===== src/rtl/spi_slv16.sv =====
// spi_slv16: SPI slave, MSB-first WIDTH-bit frames sampled in the clk domain; returns a preloaded word on MISO.
// Define SPI_SLV_MISO_TRI_EN to float MISO while deselected or in reset.
module spi_slv16 #(
  parameter int WIDTH = 16,
  parameter int SYNC_STAGES = 2
) (
  input  logic             clk,
  input  logic             rst_n,
  input  logic             SS_n,
  input  logic             SCLK,
  input  logic             MOSI,
  output logic             MISO,
  input  logic [WIDTH-1:0] tx_data,
  input  logic             wrt,
  output logic [WIDTH-1:0] rx_data,
  output logic             rdy,
  output logic             frm_err
);
  localparam int CW = $clog2(WIDTH + 1);
  typedef enum logic [1:0] {IDLE, SHIFT, DONE} state_t;
  state_t state, state_n;
  logic [SYNC_STAGES-1:0] ss_q, sclk_q, mosi_q;
  logic ss_d, sclk_d, ss_s, sclk_s, mosi_s;
  logic ss_fall, ss_rise, sclk_rise, sclk_fall;
  logic [WIDTH-1:0] shadow, shift, shift_n, rx_n;
  logic [CW-1:0] cnt, cnt_n;
  logic miso_q, miso_n, extra, extra_n, rdy_n, err_n;
  assign ss_s = ss_q[SYNC_STAGES-1];
  assign sclk_s = sclk_q[SYNC_STAGES-1];
  assign mosi_s = mosi_q[SYNC_STAGES-1];
  assign ss_fall = ss_d & ~ss_s;
  assign ss_rise = ~ss_d & ss_s;
  assign sclk_rise = ~sclk_d & sclk_s;
  assign sclk_fall = sclk_d & ~sclk_s;
  always_comb begin
    state_n = state;
    shift_n = shift;
    cnt_n = cnt;
    rx_n = rx_data;
    rdy_n = 1'b0;
    err_n = 1'b0;
    miso_n = miso_q;
    extra_n = extra;
    if (state == IDLE) begin
      if (ss_fall) begin
        shift_n = wrt ? tx_data : shadow;
        miso_n = wrt ? tx_data[WIDTH-1] : shadow[WIDTH-1];
        cnt_n = '0;
        extra_n = 1'b0;
        state_n = SHIFT;
      end
    end else if (state == SHIFT) begin
      if (ss_rise) begin
        err_n = 1'b1;
        state_n = IDLE;
      end else if (sclk_rise) begin
        shift_n = {shift[WIDTH-2:0], mosi_s};
        cnt_n = cnt + 1'b1;
        if (cnt == CW'(WIDTH - 1)) begin
          rx_n = shift_n;
          rdy_n = 1'b1;
          state_n = DONE;
        end
      end else if (sclk_fall && cnt != '0) begin
        // the leading fall (count 0) must not disturb the MSB already on MISO
        miso_n = shift[WIDTH-1];
      end
    end else begin
      if (ss_rise) begin
        err_n = extra;
        state_n = IDLE;
      end else if (sclk_rise) begin
        extra_n = 1'b1;
      end
    end
  end
  always_ff @(posedge clk) begin
    if (!rst_n) begin
      ss_q <= '1;
      sclk_q <= '1;
      mosi_q <= '0;
      ss_d <= 1'b1;
      sclk_d <= 1'b1;
      state <= IDLE;
      shadow <= '0;
      shift <= '0;
      cnt <= '0;
      rx_data <= '0;
      rdy <= 1'b0;
      frm_err <= 1'b0;
      miso_q <= 1'b0;
      extra <= 1'b0;
    end else begin
      ss_q <= {ss_q[SYNC_STAGES-2:0], SS_n};
      sclk_q <= {sclk_q[SYNC_STAGES-2:0], SCLK};
      mosi_q <= {mosi_q[SYNC_STAGES-2:0], MOSI};
      ss_d <= ss_s;
      sclk_d <= sclk_s;
      state <= state_n;
      shadow <= wrt ? tx_data : shadow;
      shift <= shift_n;
      cnt <= cnt_n;
      rx_data <= rx_n;
      rdy <= rdy_n;
      frm_err <= err_n;
      miso_q <= miso_n;
      extra <= extra_n;
    end
  end
`ifdef SPI_SLV_MISO_TRI_EN
  assign MISO = (!rst_n || ss_s) ? 1'bz : miso_q;
`else
  assign MISO = miso_q;
`endif
endmodule


===== config.mk =====
export PLATFORM = sky130hd
export DESIGN_NAME = spi_slv16
export DESIGN_NICKNAME = d
export VERILOG_FILES = /design/src/rtl/spi_slv16.sv
export SDC_FILE = /design/constraint.sdc
export NUM_CORES = 1
export LEC_CHECK = 0
export ABC_AREA = 1
export CORE_AREA = 2 2 76 78
export DETAILED_ROUTE_END_ITERATION = 7
export DIE_AREA = 0 0 78 80
export PLACE_DENSITY = 0.79
export SLEW_MARGIN = 0
export SYNTH_ARGS = -nofsm -noshare
export SYNTH_HDL_FRONTEND = slang
export SYNTH_SLANG_ARGS = --single-unit

===== constraint.sdc =====
create_clock -name clk -period 2 [get_ports clk]
set_input_delay 0.4 -clock clk [delete_from_list [all_inputs] [get_ports clk]]
set_output_delay 0.4 -clock clk [all_outputs]
set_load 0.02 [all_outputs]

==> results.toml, run 1 <==
[status]
status = "completed"

[grt]
grt_pass1_wl_mm = 9.28
grt_pass1_vias = 2063
grt-ovfl-total = 0
grt_usage = 0.190
grt_antenna_before_repair = 0
grt_max_degree = 38

[routing]
avgViaCountPerCell = 4.77
first_pass_iters = 4
ant_nets = 0
wl_mm = 5.60
vias = 2394
route.detailed.drc = 0
drt-initial-drc-count = 213
routedWlPerCell_um = 11.2

[clock_tree]
cts_sinks = 67
clkTransAtPathRegs_ns = 0.07
clk_latency_ns = 0.34
cts_buffers = 9
cts_root_buf = "clkbuf_8"
tritoncts = "done"
h-tree-depth = 3
cts_buffer_depth = 2
holdBufCountCts = 0

[layout]
drive_above_1_share = 0.0930
fin_nets = 450
finalNonFillerCells = 502
areaGrowthSynthToFinish_pct = 22.4
diodes = 0

[sta]
hold_viol_final = 0
fin_skew_ns = 0.00815
hold_ws_ns = 0.416
fmax_mhz = 556
fin_crit_sh = 0.899
rsz0062_at_grt = "false"
slew_viol_final = 0
fin_setup_tns_ns = 0
slew_headroom = 0.685
worstMarginPinSlew_ns = 0.472
setup_viol_count_final = 0
fin_crit_ns = 1.80

[synthesis]
syn_nets = 410
avgSynthCellArea_um2 = 7.14
yosysUniqueCellTypes = 27
syn_area_um2 = 2750
ys_seq_area_frac = 0.488
synth.ff_latch_count = 67
yosys_warnings = 0
syn_inst = 385

[placed_design]
port-buffer-count = 40
placed_cells = 486
gp_congestion = 0.874
hpwl_mm = 3.90

[critical_path]
worstPathRequired_ns = 2.27
r2r_setup_slack_ns = 0.20
crit_path_end_kind = "flip-flop"
crit_arrival_ns = 2.07
cp_max_fo = 19
critPathKind = "flip-flop to flip-flop"
cp-start-kind = "flip-flop"
cp_common_cell = "nor2_1"
cpPeakStageDelay_ns = 0.37
slowest_stage = "dfxtp_1"
cp_cell_sequence = "ha_1, and3_1, ha_1, inv_1, nor2_1, nand3_4, inv_4, nor2_1, nor2_1"

[floorplanning]
core-area_um2 = 5410
initial_utilization = 0.509
die_y_um = 80
ios = 41
rows = 27
die-area_um2 = 6240
chipWidth_um = 78

[run]
drv_cap = 0

[min_path]
worstHoldPathType = "flip-flop to flip-flop"

[power]
power_density_nw_per_um2 = 802
ir_drop_uv = 443
p_leak_uw = 0.00151
cell type report:
cell class	count	area (um^2)
clock buffers	10	128
well taps	72	90.1
repair buffers	47	465
fillers	483	2040
multi-input cells	282	1240
clock inverters	6	32.5
inverters	18	70.1
flip-flops and latches	67	1340
synth_stat cells, drive strengths merged:
cell / instances / area (um^2)
a21oi: 25 / 129
nand2: 119 / 457
o21a: 1 / 7.51
ha: 3 / 37.5
and3: 1 / 6.26
or2: 6 / 37.5
nor2: 85 / 329
dfxtp: 67 / 1340
buf: 14 / 95.1
inv: 18 / 67.6
xnor2: 1 / 8.76
o21ai: 32 / 160
clkbuf: 4 / 15.0
nor3: 1 / 5.00
nand3: 6 / 35.0
nand4: 2 / 18.8
path summary, 6_finish.rpt:
kind,from,endpoint,depth (start not counted)
setup / recovery,cnt[1],rx_data[5],9
hold / removal,sclk_q[0],sclk_q[1],1
setup reg to reg,cnt[1],rx_data[5],9
hold reg to reg,sclk_q[0],sclk_q[1],1
through the flow:
step / util / setup slack, ns / total power, uW / cell area [um^2]
floorplan: - / 0.410 / 1680 / 2750
global placement: 0.591 / 0.135 / 1780 / 3200
detailed placement: 0.591 / 0.0683 / 1790 / 3200
CTS: 0.621 / 0.0520 / 2710 / 3360
global route: 0.623 / 0.000367 / 2820 / 3370
finish: 0.623 / 0.203 / 2700 / 3370
state kept, by name (all words and copies together) (netlist names):
signal and flops:
cnt 5, MISO 1, sclk_d 1, rdy 1
shift 16, ss_q 2, extra 1, sclk_q 2
mosi_q 2, frm_err 1, state 2, shadow 16
ss_d 1, rx_data 16
what timing repair did:
| item | in CTS | in global routing |
|---|---|---|
| endpoints found under the hold margin | 0 | 0 |
| endpoints found under the setup margin | 0 | 16 |
| resized for setup | 0 | 3 |
| buffers inserted | 0 | 0 |
cells in the final DEF, fill, tap and decap left out:
master / synthesis / layout
ha_1: 3 / 3
xnor2_1: 1 / 1
buf_4: 3 / 6
dfxtp_1: 67 / 67
clkdlybuf4s50_1: 0 / 40
nor2_2: 1 / 1
clkinvlp_4: 0 / 1
clkbuf_8: 0 / 9
nor3_1: 1 / 1
nand4_1: 1 / 1
nor2_1: 83 / 83
o21ai_1: 1 / 1
o21a_1: 1 / 1
a21oi_1: 24 / 24
inv_1: 15 / 15
clkinv_2: 0 / 5
or2_2: 6 / 6
nor2_4: 1 / 1
and3_1: 1 / 1
nand2_2: 4 / 4
buf_12: 0 / 1
nand4_2: 1 / 1
o21ai_0: 31 / 31
nand3_1: 5 / 5
nand2_1: 115 / 115
inv_4: 0 / 1
clkbuf_1: 4 / 1
a21oi_2: 1 / 1
inv_2: 3 / 2
nand3_4: 0 / 1
cell families (layout without fill, tap and decap cells):
family | Yosys count | after routing | synth area share
flops | 67 | 67 | 0.488
simple gates | 220 | 220 | 0.323
buf+inv | 36 | 81 | 0.0646
compound gates | 58 | 58 | 0.108
xor+xnor | 1 | 1 | 0.00319
fa+ha+maj | 3 | 3 | 0.0137
power by group:
group / switching, uW / internal (uW)
combinational: 184 / 133
sequential: 39.4 / 1400
clock: 502 / 438
total: 726 / 1970
critical path, delay by kind of cell, from the launching register on:
family	cells	cell delay (ns)
simple gates	5	0.79
flops	1	0.37
fa+ha+maj	2	0.34
buf+inv	2	0.24
per-layer routing:
metal | vias to the layer above | share of wire | global-route usage
li1 | 1279 | - | -
met1 | 1049 | 0.50 | 0.262
met3 | 9 | 0.056 | 0.0520
met2 | 57 | 0.43 | 0.281
met4 | 0 | 0.015 | 0.0737
met5 | - | 0 | 0
(Power assumes the default switching activity.)
==> run 2: changes to the inputs <==
- CTS_CLUSTER_SIZE: unset -> 40
==> results of run 2 <==
Final layout, timing and power as in run 1 (identical DEF).
